===== src/rtl/serial_frame_pkg.sv =====
// Shared state encoding and width helpers for the serial frame demultiplexer.
package serial_frame_pkg;

  typedef enum logic [2:0] {
    IDLE = 3'd0,
    PORT = 3'd1,
    LEN  = 3'd2,
    DATA = 3'd3,
    DONE = 3'd4
  } state_e;

  function automatic int unsigned num_ports(input int unsigned port_w);
    return 32'(1) << port_w;
  endfunction

  // Bit counter must index the wider of the two header fields.
  function automatic int unsigned cnt_width(input int unsigned port_w, input int unsigned len_w);
    int unsigned m;
    m = (port_w > len_w) ? port_w : len_w;
    return $clog2(m) + 1;
  endfunction

endpackage


===== src/rtl/sfd_controller.sv =====
// Frame sequencing FSM and header bit counter; emits datapath control strobes.
module sfd_controller
  import serial_frame_pkg::*;
#(
  parameter int unsigned PORT_W = 2,
  parameter int unsigned LEN_W  = 4
) (
  input  logic clk,
  input  logic rst,
  input  logic clk_en,
  input  logic ser_in,
  input  logic len_zero,
  input  logic cnt_one,
  output logic sh_port,
  output logic sh_len,
  output logic ld_cnt,
  output logic dec_cnt,
  output logic ser_out_valid,
  output logic busy,
  output logic done
);

  localparam int unsigned CNT_W = cnt_width(PORT_W, LEN_W);
  localparam logic [CNT_W-1:0] PORT_LAST = CNT_W'(PORT_W - 1);
  localparam logic [CNT_W-1:0] LEN_LAST  = CNT_W'(LEN_W - 1);

  state_e           state_q, state_d;
  logic [CNT_W-1:0] bit_cnt_q, bit_cnt_d;
  logic             valid_q, busy_q, done_q;

  always_comb begin
    state_d   = state_q;
    bit_cnt_d = bit_cnt_q;
    sh_port   = 1'b0;
    sh_len    = 1'b0;
    ld_cnt    = 1'b0;
    dec_cnt   = 1'b0;
    case (state_q)
      IDLE: begin
        if (clk_en && !ser_in) begin
          state_d   = PORT;
          bit_cnt_d = '0;
        end
      end
      PORT: begin
        if (clk_en) begin
          sh_port = 1'b1;
          if (bit_cnt_q == PORT_LAST) begin
            bit_cnt_d = '0;
            state_d   = LEN;
          end else begin
            bit_cnt_d = bit_cnt_q + CNT_W'(1);
          end
        end
      end
      LEN: begin
        if (clk_en) begin
          sh_len = 1'b1;
          if (bit_cnt_q == LEN_LAST) begin
            ld_cnt    = 1'b1;
            bit_cnt_d = '0;
            state_d   = len_zero ? DONE : DATA;
          end else begin
            bit_cnt_d = bit_cnt_q + CNT_W'(1);
          end
        end
      end
      DATA: begin
        if (clk_en) begin
          dec_cnt = 1'b1;
          if (cnt_one) state_d = DONE;
        end
      end
      DONE:    state_d = IDLE;
      default: state_d = IDLE;
    endcase
  end

  // Status outputs are registered from the next state so they track state_q exactly.
  always_ff @(posedge clk or negedge rst) begin
    if (!rst) begin
      state_q   <= IDLE;
      bit_cnt_q <= '0;
      valid_q   <= 1'b0;
      busy_q    <= 1'b0;
      done_q    <= 1'b0;
    end else begin
      state_q   <= state_d;
      bit_cnt_q <= bit_cnt_d;
      valid_q   <= (state_d == DATA);
      busy_q    <= (state_d != IDLE);
      done_q    <= (state_d == DONE);
    end
  end

  assign ser_out_valid = valid_q;
  assign busy          = busy_q;
  assign done          = done_q;

endmodule


===== src/rtl/serial_frame_demux.sv =====
// Framed serial receiver: captures port/length header and steers payload bits to one port.
module serial_frame_demux
  import serial_frame_pkg::*;
#(
  parameter int unsigned PORT_W = 2,
  parameter int unsigned LEN_W  = 4,
  localparam int unsigned NUM_PORTS = num_ports(PORT_W)
) (
  input  logic                 clk,
  input  logic                 rst,
  input  logic                 clk_en,
  input  logic                 ser_in,
  output logic [NUM_PORTS-1:0] p,
  output logic [PORT_W-1:0]    port_num,
  output logic [LEN_W-1:0]     d_cnt,
  output logic                 ser_out_valid,
  output logic                 busy,
  output logic                 done
);

  logic              sh_port, sh_len, ld_cnt, dec_cnt;
  logic              len_zero_c, cnt_one_c;
  logic [PORT_W-1:0] port_q, port_d;
  logic [LEN_W-1:0]  len_q, len_d, len_next_c;
  logic [LEN_W-1:0]  cnt_q, cnt_d;

  sfd_controller #(
    .PORT_W (PORT_W),
    .LEN_W  (LEN_W)
  ) u_ctrl (
    .clk           (clk),
    .rst           (rst),
    .clk_en        (clk_en),
    .ser_in        (ser_in),
    .len_zero      (len_zero_c),
    .cnt_one       (cnt_one_c),
    .sh_port       (sh_port),
    .sh_len        (sh_len),
    .ld_cnt        (ld_cnt),
    .dec_cnt       (dec_cnt),
    .ser_out_valid (ser_out_valid),
    .busy          (busy),
    .done          (done)
  );

  // Truncating the concatenation drops the MSB, which also covers 1-bit fields.
  assign len_next_c = LEN_W'({len_q, ser_in});
  assign len_zero_c = (len_next_c == '0);
  assign cnt_one_c  = (cnt_q == LEN_W'(1));

  always_comb begin
    port_d = port_q;
    len_d  = len_q;
    cnt_d  = cnt_q;
    if (sh_port) port_d = PORT_W'({port_q, ser_in});
    if (sh_len)  len_d  = len_next_c;
    if (ld_cnt) begin
      cnt_d = len_next_c;
    end else if (dec_cnt && cnt_q != '0) begin
      cnt_d = cnt_q - LEN_W'(1);
    end
  end

  always_ff @(posedge clk or negedge rst) begin
    if (!rst) begin
      port_q <= '0;
      len_q  <= '0;
      cnt_q  <= '0;
    end else begin
      port_q <= port_d;
      len_q  <= len_d;
      cnt_q  <= cnt_d;
    end
  end

  always_comb begin
    p = '0;
    if (ser_out_valid) p[port_q] = ser_in;
  end

  assign port_num = port_q;
  assign d_cnt    = cnt_q;

endmodule


===== config.mk =====
export PLATFORM = sky130hd
export DESIGN_NAME = serial_frame_demux
export DESIGN_NICKNAME = d
export VERILOG_FILES = /design/src/rtl/serial_frame_pkg.sv /design/src/rtl/sfd_controller.sv /design/src/rtl/serial_frame_demux.sv
export SDC_FILE = /design/constraint.sdc
export NUM_CORES = 1
export LEC_CHECK = 0
export CAP_MARGIN = 5
export CORE_MARGIN = 5
export CORE_UTILIZATION = 25
export CTS_BUF_LIST = sky130_fd_sc_hd__clkbuf_16
export DETAILED_ROUTE_END_ITERATION = 8
export PLACE_DENSITY = 0.56
export SLEW_MARGIN = 5
export SYNTH_ARGS = -nofsm -noshare
export SYNTH_HDL_FRONTEND = slang
export SYNTH_SLANG_ARGS = --single-unit

===== constraint.sdc =====
create_clock -name clk -period 2.97 [get_ports clk]
set_input_delay 0.4455 -clock clk [delete_from_list [all_inputs] [get_ports clk]]
set_output_delay 0.4455 -clock clk [all_outputs]
set_load 0.005 [all_outputs]

==> summary.txt, run 1 <==
Outcome
  – Status: finished clean

Setup path
  – Buf/Inv on CP: 2
  – CP required: 2520 ps
  – Top fanout value on the critical path: 8
  – CP Cell Sequence: clkdlybuf4s50_1 -> nand2_1 -> nor3_1 -> clkdlybuf4s50_1
  – Worst Setup Path Type: in2out
  – CP dominant cell by count: clkdlybuf4s50_1
  – Data arrival, critical path: 1880 ps
  – R2R depth: 6
  – CP Depth: 4
  – Cell family with most CP delay: buffers and inverters
  – CP peak stage delay: 640 ps
  – Startpoint Class: input port
  – Critical Path End Type: output pin
  – Slowest cell on the critical path: clkdlybuf4s50_1

Placed design
  – # port buffers: 16
  – Gpl congestion: 0.826
  – Hpwl dp: 1.58 mm

STA
  – Slew at the pin with the worst max-slew slack: 840 ps
  – Setup tns final: 0 ps
  – Max Freq: 0.429 GHz
  – RSZ-0062 raised after global routing: no
  – Crit path time final: 2330 ps
  – Max transition margin: 43.8%
  – Final setup violation count: 0
  – Final Skew: 3.77 ps
  – Fin. Hold Viols: 0
  – Tcrit/Tclk final: 78.4%
  – Slew Viols, Final: 0

Detailed routing
  – DR WL/cell: 12.3 um
  – Vias: 823
  – WL final: 2.10 mm
  – DRC viols: 0
  – DR pass1 iterations: 4
  – Average vias per placed instance: 4.81
  – 1st-iter DRT viols: 30
  – DRT antenna net count: 0

Logic synthesis
  – Mapped Area: 1030 um2
  – Share of the synthesized area in the top cell type: 43.7%
  – Synth Warn #: 0
  – Avg Cell Area, Syn: 9.81 um2
  – Top post-synthesis cells by area: dfrtp_1 (44%), ha_1 (7.3%), nor3b_1 (5.1%)
  – Seq/Total Area, Yosys: 43.7%
  – Post-synthesis register bit count: 18
  – Leading area contributor after synthesis: dfrtp_1
  – Unique cell type count in the Yosys netlist: 35
  – Cell count after synthesis: 105
  – Syn nets: 115

Layout
  – Most common cell after layout, fill and taps aside: dfrtp_1
  – Filler cell count: 404
  – Layout area overhead: 26.9%
  – Ant diodes: 0
  – Most frequent cells in the layout: dfrtp_1 (18), clkdlybuf4s50_1 (16), nor3_1 (9), nor2_1 (8)
  – Ratio of cells with drive above 1 in the final layout: 6.61%
  – Final net count: 132

GRT
  – First-pass GRT wire length: 3.59 mm
  – Number of global-route vias before repair: 780
  – Total grt overflow: 0
  – Largest net degree at the start of global routing: 19
  – Overall Global Routing Usage: 8.43%
  – Initial antenna violation count: 0

Pwr
  – Lkg Pwr: 0.512 nW
  – PwrDens: 941 nW/um2
  – VDD IR max: 0.346 mV
  – Pwr Total: 1.23 mW

Worst hold path
  – Worst hold path depth: 1
  – Min-Delay Path Class: reg2reg

Clocking
  – # Post-CTS Setup Buffers: 0
  – CTS tree: built
  – TritonCTS buffer count: 3
  – Latest clock arrival within the worst-skew pair: 250 ps
  – Max Root-Sink Buffers: 2
  – Max H-tree Level: 1
  – CTS Root Cell: clkbuf_16
  – Cts repair resizes: 0
  – Clock Sinks: 18
  – Register clock-pin slew on the reported worst setup and hold paths: 50 ps
  – # hold bufs at CTS: 0

Die
  – CORE AREA: 4000 um2
  – Initial Util: 25.7%
  – Top Ports: 17
  – Die height: 74.2 um
  – Chip width: 74.2 um
  – Rows: 23
  – Die Area: 5500 um2

Flow run
  – Max-Cap Viols: 0
[registers in the layout (all words and copies together) (netlist names)]
| name | flops |
|---|---|
| u_ctrl.bit_cnt_q | 3 |
| u_ctrl.state_q | 3 |
| u_ctrl.ser_out_valid | 1 |
| port_num | 2 |
| len_q | 3 |
| d_cnt | 4 |
| u_ctrl.busy | 1 |
| u_ctrl.done | 1 |
[through the flow]
step | utilization [%] | setup WS [ps] | hold slack [ps] | cells | instance area [um2]
global route | 32.7 | 537 | 567 | 171 | 1310
detailed placement | 30.7 | 641 | 528 | 167 | 1230
floorplan | - | 1080 | 150 | 105 | 1030
CTS | 32.7 | 640 | 540 | 171 | 1310
global placement | 30.7 | 676 | 517 | 167 | 1230
finish | 32.7 | 641 | 535 | 171 | 1310
[synthesized netlist by cell type]
master	n
nor3b_1	7
or3b_1	1
o21ai_1	3
o21ai_0	3
o32ai_1	1
a31oi_1	1
inv_1	7
o22ai_1	1
nand3_1	1
buf_6	1
or2_1	1
a221o_1	2
clkbuf_1	1
dfrtp_1	18
ha_1	6
nor2_1	8
nand3b_1	1
mux2_2	1
or4b_1	1
a21oi_1	2
nand2b_1	4
nor3_1	9
buf_2	2
o31a_1	1
nand2_1	6
nand4b_1	1
a22oi_1	1
mux2_1	4
nor4_1	2
a211oi_2	1
inv_2	1
o21ai_2	1
o221ai_1	1
nor2b_1	3
o22ai_2	1
[cells by family (layout without fill, tap and decap cells)]
logic type      after synthesis  in the layout  synth area share, %
buf+inv                      12             28                 5.35
flops                        18             18                 43.7
compound gates               19             19                 13.6
fa+ha+maj                     6              6                 7.29
simple gates                 45             45                 24.5
mux                           5              5                 5.47
[power breakdown]
group	internal (mW)	switching, mW	total [mW]	leakage, nW
clock	0.179	0.0865	0.265	0.0385
sequential	0.345	0.123	0.468	0.226
combinational	0.266	0.230	0.496	0.248
[metal layers]
| layer | routed length (um) | global-route usage (%) | up-vias | part of all wire, % |
|---|---|---|---|---|
| li1 | - | - | 414 | - |
| met1 | 970 | 11.1 | 381 | 46 |
| met2 | 982 | 13.5 | 26 | 47 |
| met3 | 135 | 2.43 | 2 | 6.4 |
| met4 | 14 | 2.41 | 0 | 0.67 |
| met5 | 0 | 0 | - | 0 |
[area by class of cell]
cell class / count / area, um2 / share of cell area (%)
Clock buffer: 3 / 75.1 / 5.75
Sequential cell: 18 / 450 / 34.5
Clock inverter: 1 / 3.75 / 0.287
Tap cell: 50 / 62.6 / 4.79
Multi-Input combinational cell: 75 / 524 / 40.1
Timing Repair Buffer: 16 / 160 / 12.3
Inverter: 8 / 30.0 / 2.30
[worst paths after layout]
check | from | end | slack (ps)
setup / recovery | ser_in | p[0] | 640
hold / removal | len_q[0]$_DFFE_PN0P_ | len_q[0]$_DFFE_PN0P_ | 540
setup reg to reg | u_ctrl.bit_cnt_q[0]$_DFFE_PN0P_ | u_ctrl.bit_cnt_q[0]$_DFFE_PN0P_ | 960
hold reg to reg | len_q[0]$_DFFE_PN0P_ | len_q[0]$_DFFE_PN0P_ | 540
max in group asynchronous | rst | port_num[0]$_DFFE_PN0P_ | 1770
min in group asynchronous | rst | d_cnt[1]$_DFFE_PN0P_ | 680
Note: power is estimated with default switching activity, not from simulation.
==> run 2: changes to the inputs <==
Settings changed: PLACE_DENSITY 0.56 to 0.57.
Clock period 2.97 ns to 2.1 ns, I/O delays scaled along.
==> summary.txt, run 2 (same netlist as run 1, synthesis figures left out) <==
Setup path
  – Cell family with most CP delay: simple AND/OR/NAND/NOR gates
  – CP Cell Sequence: ha_1 -> ha_1 -> or4b_1 -> o31a_1 -> or3b_1 -> o21ai_2
  – R2R depth: 6
  – Slowest cell on the critical path: or4b_1
  – Reg2reg end: u_ctrl.bit_cnt_q[0]$_DFFE_PN0P_
  – CP peak stage delay: 520 ps
  – Startpoint Class: flop
  – Critical Path End Type: flop
  – CP Depth: 6
  – Data arrival, critical path: 2190 ps
  – Buf/Inv on CP: 0
  – Top fanout value on the critical path: 4
  – Launching point of the worst reg2reg path: u_ctrl.bit_cnt_q[0]$_DFFE_PN0P_
  – Setup slack, reg-to-reg: 90 ps
  – Worst Setup Path Type: reg2reg
  – CP dominant cell by count: ha_1
  – CP required: 2280 ps

Detailed routing
  – Average vias per placed instance: 4.71
  – DR WL/cell: 12.7 um
  – DR pass1 iterations: 3
  – WL final: 2.23 mm
  – Vias: 824
  – 1st-iter DRT viols: 15
  – DRC viols: 0
  – DRT antenna net count: 0

GRT
  – First-pass GRT wire length: 3.80 mm
  – Overall Global Routing Usage: 8.99%
  – Largest net degree at the start of global routing: 19
  – Total grt overflow: 0
  – Number of global-route vias before repair: 860
  – Initial antenna violation count: 0

Clocking
  – Latest clock arrival within the worst-skew pair: 250 ps
  – Cts repair resizes: 0
  – Max H-tree Level: 1
  – TritonCTS buffer count: 3
  – CTS Root Cell: clkbuf_16
  – Register clock-pin slew on the reported worst setup and hold paths: 50 ps
  – CTS tree: built
  – Clock Sinks: 18
  – # hold bufs at CTS: 0
  – Max Root-Sink Buffers: 2
  – # Post-CTS Setup Buffers: 0

Layout
  – Ratio of cells with drive above 1 in the final layout: 9.60%
  – Post-route cell area: 1340 um2
  – Most frequent cells in the layout: dfrtp_1 (18), clkdlybuf4s50_1 (16), nor3_1 (9), nor2_1 (8)
  – Most common cell after layout, fill and taps aside: dfrtp_1
  – Max reg flops: 4
  – Layout area overhead: 29.8%
  – Ant diodes: 0
  – Final net count: 136

STA
  – Fin. Hold Viols: 0
  – Max transition margin: 72.4%
  – Crit path time final: 2010 ps
  – Final hold slack: 385 ps
  – Setup tns final: 0 ps
  – RSZ-0062 raised after global routing: no
  – Slew at the pin with the worst max-slew slack: 410 ps
  – Tcrit/Tclk final: 95.7%
  – Max Freq: 0.498 GHz
  – Final setup violation count: 0
  – Final Skew: 4.18 ps
  – Slew Viols, Final: 0

Pwr
  – Total net switching power: 0.640 mW
  – Lkg Pwr: 0.532 nW
  – Sequential Power Share: 37.4%
  – PwrDens: 1330 nW/um2
  – Gate power share: 40.8%
  – Sw Ratio: 36.1%
  – Clock network power share: 21.8%
  – VDD IR max: 0.442 mV
  – Cell Int Power: 1.13 mW

Placed design
  – # port buffers: 16
  – Gpl congestion: 0.824
  – Area of placed instances: 1260 um2
  – Hpwl dp: 1.70 mm

Die
  – Top Ports: 17
  – CORE AREA: 4000 um2
  – Rows: 23
  – Chip width: 74.2 um
  – Initial Util: 25.7%
  – Die height: 74.2 um
  – Die Area: 5500 um2

Outcome
  – Status: finished clean

Flow run
  – Max-Cap Viols: 0

Worst hold path
  – Min-Delay Path Class: in2async
-- run 2: cell count changes in the layout (fill, tap and decap cells not counted) --
cell   delta
buf_4     +4
-- run 2: power groups by stage --
stage	sequential (mW)	combinational, mW	clock, mW
after floorplan	0.600	0.495	0
after global placement	0.662	0.707	0
after detailed placement	0.668	0.731	0
after CTS	0.665	0.734	0.401
after global routing	0.689	0.809	0.411
final	0.664	0.723	0.387
-- run 2: area by class of cell --
class / count / area [um2]
Clock inverter: 1 / 3.75
Inverter: 8 / 30.0
Tap cell: 50 / 62.6
Multi-Input combinational cell: 75 / 524
Fill cell: 415 / 2660
Sequential cell: 18 / 450
Clock buffer: 3 / 75.1
Timing Repair Buffer: 20 / 190
-- run 2: metrics by stage --
step | total power [mW] | instances | utilization [%] | setup WS [ps]
global route | 1.91 | 175 | 33.4 | 25.3
global placement | 1.37 | 171 | 31.4 | 163
CTS | 1.80 | 175 | 33.4 | 97.9
floorplan | 1.09 | 105 | - | 211
detailed placement | 1.40 | 171 | 31.4 | 101
finish | 1.77 | 175 | 33.4 | 91.1
-- run 2: how the worst max path moves through the flow --
| stage | endpoint | slack (ps) | from |
|---|---|---|---|
| final | u_ctrl.bit_cnt_q[0]$_DFFE_PN0P_ | 90 | u_ctrl.bit_cnt_q[0]$_DFFE_PN0P_ |
| after global routing | p[1] | 30 | ser_in |
| after CTS | p[1] | 100 | ser_in |
| after detailed placement | p[1] | 100 | ser_in |
| after global placement | u_ctrl.state_q[1]$_DFF_PN0_ | 160 | ser_in |
| after floorplan | u_ctrl.bit_cnt_q[0]$_DFFE_PN0P_ | 210 | u_ctrl.bit_cnt_q[0]$_DFFE_PN0P_ |
-- run 2: layer usage --
layer	vias to the layer above	share of wire, %	track usage [%]
met5	-	0	0
met4	0	1.6	3.62
met3	3	4.4	2.43
met2	13	46	15.6
met1	396	48	10.4
li1	412	-	-
==> run 3: changes to the inputs <==
Settings changed: GPL_ROUTABILITY_DRIVEN set to 0.
==> results of run 3 <==
No change in the layout: final DEF, timing and power equal those of run 2.
